**src/rtl/memory_game_if.sv**
```systemverilog
// Board-side handshake bundle between the memory game controller and its
// environment: button pulses and scorer result in, selection strobe and
// display status out.
interface memory_game_if;
    logic        btn_next;
    logic        btn_sel;
    logic [1:0]  res;
    logic        select;
    logic [3:0]  state;
    logic        empty;
    logic        player;
    logic [3:0]  cursor;
    logic [15:0] shown;
    logic [15:0] matched;
    logic        game_over;
    logic        tie;

    // Environment side: drives buttons and scorer result, observes status.
    modport master (
        output btn_next, btn_sel, res,
        input  select, state, empty, player, cursor, shown, matched, game_over, tie
    );

    // Controller side.
    modport slave (
        input  btn_next, btn_sel, res,
        output select, state, empty, player, cursor, shown, matched, game_over, tie
    );
endinterface

```
**src/rtl/memory_game_ctrl.sv**
```systemverilog
// Memory (pairs) game board controller: cursor, two-pick turns, reveal
// timer, pair resolution, turn timeout and end-of-game handling.
//
// state   | meaning
// --------+------------------------------------------------------------
// WAIT1   | waiting for the first pick of the turn
// WAIT2   | first card face-up, waiting for a distinct second pick
// SHOW    | both cards face-up for SHOW_CYCLES cycles
// RESOLVE | one cycle: mark pair matched, or hide both and pass turn
// DONE    | game finished; everything frozen until reset
module memory_game_ctrl #(
    parameter logic [63:0] LAYOUT      = 64'h7654_3210_0123_4567,
    parameter int          SHOW_CYCLES = 50_000_000,
    parameter int          TIMEOUT     = 500_000_000
) (
    input  logic          clk,
    input  logic          rst,
    memory_game_if.slave  bus
);
    typedef enum logic [2:0] {S_WAIT1, S_WAIT2, S_SHOW, S_RESOLVE, S_DONE} fsm_t;

    // One shared down-counter: reveal time in SHOW, idle time in WAIT1/WAIT2.
    localparam logic [31:0] SHOW_LOAD = 32'(SHOW_CYCLES - 1);
    localparam logic [31:0] TO_LOAD   = 32'(TIMEOUT - 1);

    fsm_t        fsm_q, fsm_d;
    logic [3:0]  cursor_q, cursor_d;
    logic [3:0]  idx1_q, idx1_d;
    logic [3:0]  idx2_q, idx2_d;
    logic [3:0]  card_q, card_d;
    logic [15:0] shown_q, shown_d;
    logic [15:0] matched_q, matched_d;
    logic        player_q, player_d;
    logic        select_q, select_d;
    logic        game_over_q, game_over_d;
    logic        tie_q, tie_d;
    logic [31:0] tmr_q, tmr_d;

    logic        in_wait, res_end, cell_hidden, pick1, pick2, nxt_ok;
    logic        to_hit, show_done, resolve_go, pair_eq;
    logic [3:0]  cur_id, id1, id2;
    logic [15:0] matched_upd;

    assign in_wait     = (fsm_q == S_WAIT1) || (fsm_q == S_WAIT2);
    assign res_end     = bus.res[1] && (fsm_q != S_DONE);
    assign cur_id      = LAYOUT[{cursor_q, 2'b00} +: 4];
    assign id1         = LAYOUT[{idx1_q, 2'b00} +: 4];
    assign id2         = LAYOUT[{idx2_q, 2'b00} +: 4];
    assign pair_eq     = (id1 == id2);
    assign cell_hidden = !shown_q[cursor_q] && !matched_q[cursor_q];
    assign pick1       = (fsm_q == S_WAIT1) && bus.btn_sel && cell_hidden && !res_end;
    assign pick2       = (fsm_q == S_WAIT2) && bus.btn_sel && cell_hidden &&
                         (cursor_q != idx1_q) && !res_end;
    assign nxt_ok      = bus.btn_next && (fsm_q != S_DONE);
    // Any accepted button press restarts the idle count, so it also beats the timeout.
    assign to_hit      = in_wait && (tmr_q == 32'd0) && !nxt_ok && !pick1 && !pick2 && !res_end;
    assign show_done   = (fsm_q == S_SHOW) && (tmr_q == 32'd0);
    assign resolve_go  = (fsm_q == S_RESOLVE) && !res_end;
    assign matched_upd = matched_q |
                         ((resolve_go && pair_eq) ? ((16'd1 << idx1_q) | (16'd1 << idx2_q)) : 16'd0);

    // State and datapath registers; the idle timer resets to a full TIMEOUT window.
    always_ff @(posedge clk) begin
        if (rst) begin
            fsm_q       <= S_WAIT1;
            cursor_q    <= 4'd0;
            idx1_q      <= 4'd0;
            idx2_q      <= 4'd0;
            card_q      <= 4'd0;
            shown_q     <= 16'd0;
            matched_q   <= 16'd0;
            player_q    <= 1'b0;
            select_q    <= 1'b0;
            game_over_q <= 1'b0;
            tie_q       <= 1'b0;
            tmr_q       <= TO_LOAD;
        end else begin
            fsm_q       <= fsm_d;
            cursor_q    <= cursor_d;
            idx1_q      <= idx1_d;
            idx2_q      <= idx2_d;
            card_q      <= card_d;
            shown_q     <= shown_d;
            matched_q   <= matched_d;
            player_q    <= player_d;
            select_q    <= select_d;
            game_over_q <= game_over_d;
            tie_q       <= tie_d;
            tmr_q       <= tmr_d;
        end
    end

    // Next-state: scorer end codes win over picks, timeouts and resolution.
    always_comb begin
        fsm_d = fsm_q;
        case (fsm_q)
            S_WAIT1: begin
                if (res_end)    fsm_d = S_DONE;
                else if (pick1) fsm_d = S_WAIT2;
            end
            S_WAIT2: begin
                if (res_end)     fsm_d = S_DONE;
                else if (pick2)  fsm_d = S_SHOW;
                else if (to_hit) fsm_d = S_WAIT1;
            end
            S_SHOW: begin
                if (res_end)        fsm_d = S_DONE;
                else if (show_done) fsm_d = S_RESOLVE;
            end
            S_RESOLVE: begin
                if (res_end || (&matched_upd)) fsm_d = S_DONE;
                else                           fsm_d = S_WAIT1;
            end
            S_DONE:  fsm_d = S_DONE;
            default: fsm_d = S_WAIT1;
        endcase
    end

    // Outputs and board bookkeeping for the coming cycle.
    always_comb begin
        cursor_d    = nxt_ok ? cursor_q + 4'd1 : cursor_q;
        select_d    = pick1 || pick2;
        card_d      = select_d ? cur_id : card_q;
        idx1_d      = pick1 ? cursor_q : idx1_q;
        idx2_d      = pick2 ? cursor_q : idx2_q;
        matched_d   = matched_upd;
        player_d    = player_q ^ ((resolve_go && !pair_eq) || to_hit);
        game_over_d = game_over_q || res_end;
        tie_d       = tie_q || (res_end && bus.res[0]);

        shown_d = shown_q;
        if (select_d) shown_d[cursor_q] = 1'b1;
        if (resolve_go && !pair_eq) begin
            shown_d[idx1_q] = 1'b0;
            shown_d[idx2_q] = 1'b0;
        end
        // A timeout in WAIT2 hides the card that was turned this turn.
        if (to_hit && (fsm_q == S_WAIT2)) shown_d[idx1_q] = 1'b0;

        tmr_d = tmr_q;
        if ((fsm_d == S_SHOW) && (fsm_q != S_SHOW))
            tmr_d = SHOW_LOAD;
        else if (((fsm_d == S_WAIT1) || (fsm_d == S_WAIT2)) &&
                 ((fsm_d != fsm_q) || to_hit || nxt_ok))
            tmr_d = TO_LOAD;
        else if ((in_wait || (fsm_q == S_SHOW)) && (tmr_q != 32'd0))
            tmr_d = tmr_q - 32'd1;
    end

    assign bus.select    = select_q;
    assign bus.state     = card_q;
    assign bus.empty     = select_q;
    assign bus.player    = player_q;
    assign bus.cursor    = cursor_q;
    assign bus.shown     = shown_q;
    assign bus.matched   = matched_q;
    assign bus.game_over = game_over_q;
    assign bus.tie       = tie_q;
endmodule
```
**src/flat_wrapper.sv**
```systemverilog
// flat-port wrapper written by rule: the top's interface ports become plain ports
module memory_game_ctrl_flat 
#(
    parameter logic [63:0] LAYOUT      = 64'h7654_3210_0123_4567,
    parameter int          SHOW_CYCLES = 50_000_000,
    parameter int          TIMEOUT     = 500_000_000
)
  (clk, rst, bus_btn_next, bus_btn_sel, bus_res, bus_select, bus_state, bus_empty, bus_player, bus_cursor, bus_shown, bus_matched, bus_game_over, bus_tie);
  memory_game_if bus_i ();
  input  logic clk;
  input  logic rst;
  input wire logic [$bits(bus_i.btn_next)-1:0] bus_btn_next;
  input wire logic [$bits(bus_i.btn_sel)-1:0] bus_btn_sel;
  input wire logic [$bits(bus_i.res)-1:0] bus_res;
  output wire logic [$bits(bus_i.select)-1:0] bus_select;
  output wire logic [$bits(bus_i.state)-1:0] bus_state;
  output wire logic [$bits(bus_i.empty)-1:0] bus_empty;
  output wire logic [$bits(bus_i.player)-1:0] bus_player;
  output wire logic [$bits(bus_i.cursor)-1:0] bus_cursor;
  output wire logic [$bits(bus_i.shown)-1:0] bus_shown;
  output wire logic [$bits(bus_i.matched)-1:0] bus_matched;
  output wire logic [$bits(bus_i.game_over)-1:0] bus_game_over;
  output wire logic [$bits(bus_i.tie)-1:0] bus_tie;
  assign bus_i.btn_next = bus_btn_next;
  assign bus_i.btn_sel = bus_btn_sel;
  assign bus_i.res = bus_res;
  assign bus_select = bus_i.select;
  assign bus_state = bus_i.state;
  assign bus_empty = bus_i.empty;
  assign bus_player = bus_i.player;
  assign bus_cursor = bus_i.cursor;
  assign bus_shown = bus_i.shown;
  assign bus_matched = bus_i.matched;
  assign bus_game_over = bus_i.game_over;
  assign bus_tie = bus_i.tie;
  memory_game_ctrl #(.LAYOUT(LAYOUT), .SHOW_CYCLES(SHOW_CYCLES), .TIMEOUT(TIMEOUT)) u_core (.clk(clk), .rst(rst), .bus(bus_i));
endmodule
```
**config.mk**
```make
export PLATFORM = sky130hd
export DESIGN_NAME = memory_game_ctrl_flat
export DESIGN_NICKNAME = d
export VERILOG_FILES = /design/src/rtl/memory_game_if.sv /design/src/rtl/memory_game_ctrl.sv /design/src/flat_wrapper.sv
export SDC_FILE = /design/constraint.sdc
export NUM_CORES = 1
export LEC_CHECK = 0
export BUFFER_PORTS_ARGS = -buffer_cell sky130_fd_sc_hd__buf_4
export CAP_MARGIN = 15
export CELL_PAD_IN_SITES_DETAIL_PLACEMENT = 0
export CELL_PAD_IN_SITES_GLOBAL_PLACEMENT = 2
export CORE_MARGIN = 2
export CORE_UTILIZATION = 38
export CTS_CLUSTER_DIAMETER = 30
export CTS_CLUSTER_SIZE = 24
export DETAILED_ROUTE_END_ITERATION = 7
export GPL_ROUTABILITY_DRIVEN = 0
export GPL_TIMING_DRIVEN = 0
export PLACE_DENSITY_LB_ADDON = 0.25
export SYNTH_ARGS = -nofsm -noshare
export SYNTH_HDL_FRONTEND = slang
export SYNTH_SLANG_ARGS = --single-unit
export TNS_END_PERCENT = 20
```
**constraint.sdc**
```tcl
create_clock -name clk -period 8.2 [get_ports clk]
set_input_delay 0 -clock clk [delete_from_list [all_inputs] [get_ports clk]]
set_output_delay 0 -clock clk [all_outputs]
set_load 0.005 [all_outputs]
```
# After elaboration in Yosys (flattened, before gate mapping)
# Cells that the tools add are included.
op_classes:
  n_addsub: 2
  bitwise: 9
  eq_ne: 11
  n_mux: 26
  n_shift: 5
  n_reduce_logical: 51
  magnitude_cmp: 6
ops:
  columns: ["cell", "n"]
  rows:
  - ["$shiftx A64 B7 Y4 const A", 3]
  - ["$mux W29", 3]
  - ["$mux W16", 4]
  - ["$and A16 B16 Y16", 3]
  - ["$or A16 B16 Y16", 3]
  - ["$logic_not A32 Y1", 1]
  - ["$not A16 Y16", 2]
  - ["$reduce_bool A32 Y1", 1]
  - ["$shl A1 B4 Y16 const A", 2]
  - ["$sub A32 B1 Y32 const B", 1]
  - ["$logic_and A1 B1 Y1", 27]
  - ["$mux W3", 8]
  - ["$reduce_and A16 Y1", 1]
  - ["$lt A4 B5 Y1 const B", 3]
  - ["$pmux W3 S5", 1]
  - ["$demux W1 S4", 3]
  - ["$ge A4 B1 Y1 const B", 3]
  - ["$logic_or A1 B1 Y1", 10]
  - ["$eq A3 B2 Y1 const B", 3]
  - ["$bmux W1 S4", 2]
  - ["$logic_not A1 Y1", 7]
  - ["$eq A3 B1 Y1 const B", 2]
  - ["$logic_not A3 Y1", 2]
  - ["$mux W1", 5]
  - ["10 further kinds", 10]
word_totals:
  in_bits: 6
  ff_bits: 87
  out_inout_bits: 45

# Depth between registers and ports, before layout
# Gate-level depths: netlist of the first run.
depth:
  depth_word: 20
  ltp_mapped: 12
  mapped_depth_nobuf: 10

# Worst setup path after synthesis of the first run
# Ideal clock, no wire load.
synth_timing:
  path_type: "register to register"
  start: "register u_core.idx2_q[3]"
  end: "register u_core.tmr_q[10]"
  path_buffers: 2
  required_ns: 8.059
  slack_ns: 5.527
  setup_ns: 0.141
  path_stages_with_launch: 13
  arrival_time_ns: 2.533
  path_cell_list: "dfxtp_1 buf_2 inv_1 ha_1 xnor2_1 nand2_1 a211oi_1 o22ai_1 nor4_2 a41o_1 o21bai_4 buf_6 o211ai_1"
synth_between:
  elab_chain_len: 15
synth_rtl:
  columns: ["item", "line_no", "text"]
  rows:
  - ["start: declaration", "memory_game_ctrl.sv:29", "logic [3:0] idx2_q, idx2_d;"]
  - ["start signal: assignment", "memory_game_ctrl.sv:81", "idx2_q <= idx2_d;"]
  - ["$shiftx A64 B7 Y4", "memory_game_ctrl.sv:48", "assign id2 = LAYOUT[{idx2_q, 2'b00} +: 4];"]
  - ["$eq A4 B4 Y1", "memory_game_ctrl.sv:49", "assign pair_eq = (id1 == id2);"]
  - ["$logic_and A1 B1 Y1", "memory_game_ctrl.sv:60", "((resolve_go && pair_eq) ? ((16'd1 << idx1_q) | (16'd1 << idx2_q)) : 16'd0);"]
  - ["$mux W16 (*)", "memory_game_ctrl.sv:60", null]
  - ["$or A16 B16 Y16 (*)", "memory_game_ctrl.sv:59", "assign matched_upd = matched_q |"]
  - ["$reduce_and A16 Y1 (*)", "memory_game_ctrl.sv:111", "if (res_end || (&matched_upd)) fsm_d = S_DONE;"]
  - ["$logic_or A1 B1 Y1 (*)", "memory_game_ctrl.sv:111", null]
  - ["$mux W3 (*)", "memory_game_ctrl.sv:111", null]
  - ["$pmux W3 S5 (*)", "memory_game_ctrl.sv:96", "case (fsm_q)"]
  - ["$ne A3 B3 Y1", "memory_game_ctrl.sv:144", "((fsm_d != fsm_q) || to_hit || nxt_ok))"]
  - ["$logic_or A1 B1 Y1 (2 in a row)", "memory_game_ctrl.sv:144", null]
  - ["$logic_and A1 B1 Y1", "memory_game_ctrl.sv:143", "else if (((fsm_d == S_WAIT1) || (fsm_d == S_WAIT2)) &&"]
  - ["$mux W29", "memory_game_ctrl.sv:143", null]
  - ["$mux W29", "memory_game_ctrl.sv:141", "if ((fsm_d == S_SHOW) && (fsm_q != S_SHOW))"]
  - ["end signal: assignment", "memory_game_ctrl.sv:89", "tmr_q <= tmr_d;"]
  - ["end: declaration", "memory_game_ctrl.sv:37", "logic [31:0] tmr_q, tmr_d;"]
# Mark *: on every way between the ends. The rest lies on a longest branch, timed or not.
# A chain may end at the register's enable or synchronous reset.

# Worst setup path in the final report of the first run
layout_timing:
  start: "register u_core.idx1_q[2]"
  end: "register u_core.tmr_q[16]"
layout_between:
  elab_chain_len: 16
layout_rtl:
  columns: ["item", "line_no", "text"]
  rows:
  - ["start: declaration", "memory_game_ctrl.sv:28", "logic [3:0] idx1_q, idx1_d;"]
  - ["start signal: assignment", "memory_game_ctrl.sv:80", "idx1_q <= idx1_d;"]
  - ["branches (longest 16 deep; another with $shiftx A64 B7 Y4)", null, null]
# Parallel ways; which one is timed is not known.

==> qor.yml, run 1 <==
routing:
  first_iter_violations: 353
  antenna_left: 0
  vias_per_cell: 5.61
  finalWirelength_mm: 15.6
  wl_per_cell_um: 18.5
  vias: 4728
  drt_pass1_iterations: 5
  drc_errors: 0
sta:
  finalHoldViolCount: 0
  skew_ns: 0.0125
  setup_violations: 0
  tns_ns: 0
  period_needed_ns: 3.74
  rsz0062_at_grt: "false"
  tightest_slew_ns: 0.844
  max_freq_mhz: 268
  fin_crit_sh: 0.456
  relSlewSlack: 0.433
  drv_slew: 0
  fin_ws_ns: 4.46
global_routing:
  grt.total_usage: 0.229
  first_global_vias: 4585
  grt_pass1_wl_mm: 25.2
  overflow: 0
  antenna_found_initial: 0
  grt_max_degree: 16
layout:
  finalInstanceArea_um2: 5860
  multi_input_area_um2: 3000
  regArea_um2: 1720
  area_growth_pct: 18.0
  finalNetCount: 690
  diodes: 0
  fillerInstances: 1283
  drive_gt1_frac: 0.152
worst_hold_path:
  hold_class: "in2reg"
floorplanning:
  row_count: 41
  die_y_um: 118
  die_area_um2: 14000
  core_um2: 12700
  start_util: 0.392
  die_w_um: 118
  io_pins: 51
yosys:
  avgSynthCellArea_um2: 8.19
  syn_nets: 630
  synth-main-ff-cell: "dfxtp_1"
  syn_area_um2: 4960
  synthCells: 606
  synth_edf_count: 0
  synth-warning-count: 0
  synth_seq_area_share: 0.347
  yosysUniqueCellTypes: 66
  ys_seq_elements: 86
  async_flop_share: 0
placement:
  dpl_cell_area_um2: 5530
  io_buffers: 47
  dp_hpwl_mm: 11.8
  dp_slack_ns: 4.55
clock_network:
  post_cts_resized: 0
  cts_buffer_depth: 2
  hold_buffers: 2
  clock-root-buffer: "clkbuf_16"
  cts_tree: "yes"
  htreeDepth: 3
  cts_buffers: 9
  cts_num_sinks: 86
  clock_latency_ns: 0.36
  cts_setup_buffers: 0
  clkTransAtPathRegs_ns: 0.07
setup_path:
  worstPathArrival_ns: 3.94
  critPathRequiredTime_ns: 8.40
  worst_setup_path_end_kind: "register"
  path_class: "reg2reg"
  start_kind: "register"
  path_max_fanout: 10
pwr:
  leakage_nw: 2.17
  power.density_nw_per_um2: 161
  vdd_drop_max_uv: 96.3
status:
  status: "complete, no violations"
flow_run:
  cap_violations: 0
==> cells in the final DEF, fill, tap and decap left out, drive strengths merged, types with 2 or more instances in the layout <==
| cell | instances |
|---|---|
| nor2 | 87 |
| dfxtp | 86 |
| buf | 63 |
| nand2 | 38 |
| a21oi | 36 |
| clkbuf | 33 |
| xnor2 | 32 |
| nor3 | 28 |
| and3 | 23 |
| ha | 18 |
| nand3 | 18 |
| inv | 18 |
| nor4 | 16 |
| o221ai | 15 |
| nand2b | 13 |
| a22oi | 12 |
| xor2 | 11 |
| a211oi | 11 |
| o211ai | 11 |
| o21ai | 11 |
| o22ai | 10 |
| o22a | 8 |
| nor2b | 7 |
| or3 | 7 |
| or4 | 7 |
| or2 | 6 |
| mux2i | 5 |
| o32ai | 4 |
| a32oi | 4 |
| o21bai | 4 |
| clkinv | 3 |
| o32a | 2 |
| nor3b | 2 |
| and2 | 2 |
| a31oi | 2 |
| dlygate4sd3 | 2 |
| and4bb | 2 |
==> metrics by stage <==
stage	utilization	hold WS, ns	std cells	power (mW)
finish	0.462	0.0786	843	0.946
global route	0.462	0.115	843	0.983
CTS	0.462	0.0731	843	0.956
detailed placement	0.437	0.258	825	0.522
global placement	0.437	0.247	825	0.522
floorplan	-	0.158	606	0.493
==> layout make-up <==
type | instances | share of cell area
Tap cell | 172 | 0.0367
Clock buffer | 10 | 0.0408
Multi-Input combinational cell | 464 | 0.511
Timing Repair Buffer | 49 | 0.0636
Sequential cell | 86 | 0.294
Clock inverter | 6 | 0.0117
Buffer | 39 | 0.0312
Inverter | 17 | 0.0109
==> cell usage after synthesis (12+ instances only) <==
cell type	number	share of area
nand2b_1	13	0.016
a22oi_1	12	0.018
and3_1	21	0.026
xnor2_1	32	0.056
o221ai_1	15	0.026
nor3_1	26	0.026
nor4_1	14	0.018
dfxtp_1	86	0.35
inv_1	16	0.012
nor2_1	83	0.063
clkbuf_1	22	0.017
nand2_1	38	0.029
ha_1	18	0.045
a21oi_1	34	0.034
nand3_1	17	0.017
==> registers in the layout, summed over array words and instances, names as in the netlist <==
signal                cells
u_core.bus.shown         16
u_core.bus.cursor         4
u_core.tmr_q             32
u_core.bus.player         1
u_core.bus.game_over      1
u_core.bus.state          3
u_core.idx1_q             4
u_core.bus.matched       16
u_core.fsm_q              3
u_core.idx2_q             4
u_core.bus.tie            1
u_core.bus.empty          1
==> path summary, 6_finish.rpt <==
| check | to | slack (ns) | depth (start not counted) | from |
|---|---|---|---|---|
| min reg2reg | u_core.bus.game_over$_SDFF_PP0_ | 0.48 | 2 | u_core.bus.game_over$_SDFF_PP0_ |
| max reg2reg | u_core.tmr_q[16]$_SDFFE_PP1P_ | 4.46 | 11 | u_core.idx1_q[2]$_SDFFE_PP0P_ |
| max | u_core.tmr_q[16]$_SDFFE_PP1P_ | 4.46 | 11 | u_core.idx1_q[2]$_SDFFE_PP0P_ |
| min | u_core.bus.empty$_SDFF_PP0_ | 0.08 | 3 | bus_btn_sel |
==> power breakdown <==
part	internal [mW]	total (mW)	switching [mW]	leakage (nW)
logic	0.0315	0.0844	0.0529	1.33
registers	0.424	0.430	0.00636	0.695
clock network	0.247	0.432	0.185	0.149
==> worst max-delay path, stage by stage (launching register included) <==
cell and delay, ns:
dfxtp_1 0.54, inv_1 0.16, ha_1 0.33, xnor2_1 0.28, nand2_1 0.32, a21oi_2 0.38, a21oi_1 0.16, nor4_1 0.57
a41o_1 0.33, o21bai_4 0.21, buf_6 0.19, o211ai_1 0.10
==> layer usage <==
layer,wire length (µm),track usage,vias to the layer above
met1,6970,0.290,2231
met2,7280,0.371,156
met5,0,0,-
met4,450,0.112,0
met3,863,0.0454,34
li1,-,-,2307
==> cell families after synthesis <==
| kind of cell | share of synthesized area |
|---|---|
| flip-flops | 0.347 |
| buffers and inverters | 0.0497 |
| adder cells (fa/ha/maj) | 0.0454 |
| multiplexers | 0.0101 |
| other | 0.000756 |
| AO/OA/AOI/OAI | 0.196 |
| AND/OR/NAND/NOR | 0.275 |
| XOR/XNOR | 0.0759 |
(Power assumes the default switching activity.)
==> run 2, diff against run 1 <==
--- a/config.mk
+++ b/config.mk
@@ -10,7 +10,7 @@
 export CELL_PAD_IN_SITES_DETAIL_PLACEMENT = 0
 export CELL_PAD_IN_SITES_GLOBAL_PLACEMENT = 2
 export CORE_MARGIN = 2
-export CORE_UTILIZATION = 38
+export CORE_UTILIZATION = 32
 export CTS_CLUSTER_DIAMETER = 30
 export CTS_CLUSTER_SIZE = 24
 export DETAILED_ROUTE_END_ITERATION = 7
==> constraint.sdc (replaced) <==
create_clock -name clk -period 3.2 [get_ports clk]
set_input_delay 0 -clock clk [delete_from_list [all_inputs] [get_ports clk]]
set_output_delay 0 -clock clk [all_outputs]
set_load 0.005 [all_outputs]
==> run 2 against run 1 <==
Against the previous run: sequential share of layout area shrank 1.3 points; maximum frequency grew 20%; core utilization shrank 5.7 points; critical endpoint is now u_core.tmr_q[18]$_SDFFE_PP1P_; clock skew shrank 0.0044 ns; power grew to 2.5 times the previous value; largest cell class unchanged; final area grew 5.1%; first-iteration DRC count grew 20%; critical path depth grew 3; register-to-register slack lost 4.4 ns; non-clock buffer count grew 16.
==> qor.yml, run 2 (synthesis results as in run 1) <==
status:
  status: "complete, no violations"
clock_network:
  cts_num_sinks: 86
  htreeDepth: 3
  clock_latency_ns: 0.35
  cts_buffer_depth: 2
  clkTransAtPathRegs_ns: 0.07
  cts_buffers: 9
  clock-root-buffer: "clkbuf_16"
  cts_tree: "yes"
sta:
  fin_crit_sh: 0.977
  skew_ns: 0.00802
  finalHoldViolCount: 0
  tightest_slew_ns: 0.832
  rsz0062_at_grt: "true"
  setup_violations: 0
  period_needed_ns: 3.13
  relSlewSlack: 0.445
  drv_slew: 0
  max_freq_mhz: 320
  tns_ns: 0
pwr:
  cellInternalPower_mw: 1.73
  switching_share: 0.270
  p_switching_mw: 0.639
  leakage_nw: 2.27
  vdd_drop_max_uv: 281
  power_frac_comb: 0.103
  seq_power_share: 0.464
  power.density_nw_per_um2: 385
  power_frac_clock: 0.432
setup_path:
  critPathRequiredTime_ns: 3.40
  start_kind: "register"
  r2r_end: "u_core.tmr_q[18]$_SDFFE_PP1P_"
  worst_setup_path_end_kind: "register"
  r2r_cells: 14
  worstPathArrival_ns: 3.33
  r2r_setup_slack_ns: 0.07
  timing.rr.start: "u_core.idx1_q[3]$_SDFFE_PP0P_"
  path_max_fanout: 7
  path_class: "reg2reg"
routing:
  drt_pass1_iterations: 5
  drc_errors: 0
  wl_per_cell_um: 19.1
  finalWirelength_mm: 16.7
  vias: 4759
  vias_per_cell: 5.44
  first_iter_violations: 423
  antenna_left: 0
worst_hold_path:
  whs_path_depth: 3
  hold_class: "in2reg"
  holdPathEnd: "u_core.bus.game_over$_SDFF_PP0_"
  hold_start: "bus_res[1]"
global_routing:
  overflow: 0
  first_global_vias: 4448
  antenna_found_initial: 0
  grt_max_degree: 16
  grt.total_usage: 0.205
  grt_pass1_wl_mm: 25.9
floorplanning:
  core_um2: 15200
  die_w_um: 129
  row_count: 45
  die_y_um: 129
  die_area_um2: 16500
  start_util: 0.327
  io_pins: 51
layout:
  area_growth_pct: 24.1
  fillerInstances: 1590
  mostFrequentLayoutCell: "nor2_1"
  top_register: "u_core.tmr_q"
  fin_util: 0.405
  finalNetCount: 706
  stdcell_count: 875
  diodes: 0
  final_cell_mix: "83 x nor2_1, 82 x dfxtp_1, 62 x buf_4"
  regArea_um2: 1730
  largest_reg_flops: 32
  multi_input_area_um2: 3120
  drive_gt1_frac: 0.202
placement:
  placedCellCount: 841
  io_buffers: 47
  dp_hpwl_mm: 12.2
flow_run:
  cap_violations: 0
-- run 2: cell count changes in the layout (fill, tap and decap cells not counted), sizes merged --
cell,before,now
clkinv,3,4
inv,18,17
clkinvlp,1,2
bufinv,1,0
clkbuf,33,34
buf,63,78
-- run 2: worst max path at each step --
stage | from | end | slack (ns) | cells after the start
final | u_core.idx1_q[3]$_SDFFE_PP0P_ | u_core.tmr_q[18]$_SDFFE_PP1P_ | 0.07 | 14
after global placement | u_core.idx2_q[3]$_SDFFE_PP0P_ | u_core.tmr_q[28]$_SDFFE_PP1P_ | -0.49 | 12
after detailed placement | u_core.idx2_q[3]$_SDFFE_PP0P_ | u_core.tmr_q[18]$_SDFFE_PP1P_ | -0.47 | 12
after floorplan | u_core.idx2_q[3]$_SDFFE_PP0P_ | u_core.tmr_q[10]$_SDFFE_PP1P_ | 0.53 | 12
after CTS | u_core.idx1_q[3]$_SDFFE_PP0P_ | u_core.tmr_q[10]$_SDFFE_PP1P_ | 0.006 | 14
after global routing | u_core.idx1_q[3]$_SDFFE_PP0P_ | u_core.tmr_q[24]$_SDFFE_PP1P_ | -0.08 | 14
-- run 2: through the flow --
step	power (mW)	hold slack (ns)	area [µm²]	setup WS (ns)
2_1_floorplan	1.26	0.158	4960	0.527
3_3_place_gp	1.34	0.247	5550	-0.487
3_5_place_dp	1.34	0.265	5550	-0.469
4_1_cts	2.38	0.0779	5990	0.00598
5_1_grt	2.47	0.112	6160	-0.0807
6_report	2.37	0.0791	6160	0.0745
-- run 2: routing by layer --
| layer | track usage | up-vias | routed length [µm] |
|---|---|---|---|
| met4 | 0.0575 | 0 | 289 |
| li1 | - | 2341 | - |
| met1 | 0.291 | 2248 | 8240 |
| met5 | 0 | - | 0 |
| met3 | 0.0445 | 20 | 827 |
| met2 | 0.315 | 150 | 7370 |
-- run 2: cell type report --
| cell class | count | share of cell area |
|---|---|---|
| Clock inverter | 6 | 0.00752 |
| Clock buffer | 10 | 0.0388 |
| Tap cell | 188 | 0.0382 |
| Inverter | 17 | 0.0104 |
| Multi-Input combinational cell | 464 | 0.506 |
| Sequential cell | 86 | 0.281 |
| Buffer | 39 | 0.0335 |
| Timing Repair Buffer | 65 | 0.0847 |
-- run 2: worst max-delay path: stages, from the launching register on --
cell and delay [ns]:
dfxtp_2 0.33, clkbuf_8 0.15, inv_1 0.08, ha_1 0.31, xnor2_2 0.26, nand2_4 0.15, buf_8 0.17, a21oi_4 0.24
a21oi_2 0.12, nor4_2 0.30, buf_4 0.17, a41o_1 0.20, o21bai_4 0.22, buf_6 0.18, o211ai_1 0.10
-- run 2: repair_timing --
| action | 4_1_cts | 5_1_grt |
|---|---|---|
| setup endpoints to repair | 33 | 57 |
| hold endpoints to repair | 2 | 0 |
| pin swaps | 4 | 7 |
| cloned | 1 | 1 |
| setup buffers | 6 | 8 |
| hold buffers | 2 | 0 |
| resized for setup | 18 | 24 |
-- run 2: power groups by stage --
| stage | logic [mW] | clock network (mW) | registers (mW) |
|---|---|---|---|
| after floorplan | 0.142 | 0 | 1.12 |
| after global placement | 0.216 | 0 | 1.12 |
| after detailed placement | 0.218 | 0 | 1.12 |
| after CTS | 0.229 | 1.05 | 1.10 |
| after global routing | 0.266 | 1.10 | 1.10 |
| final | 0.245 | 1.02 | 1.10 |
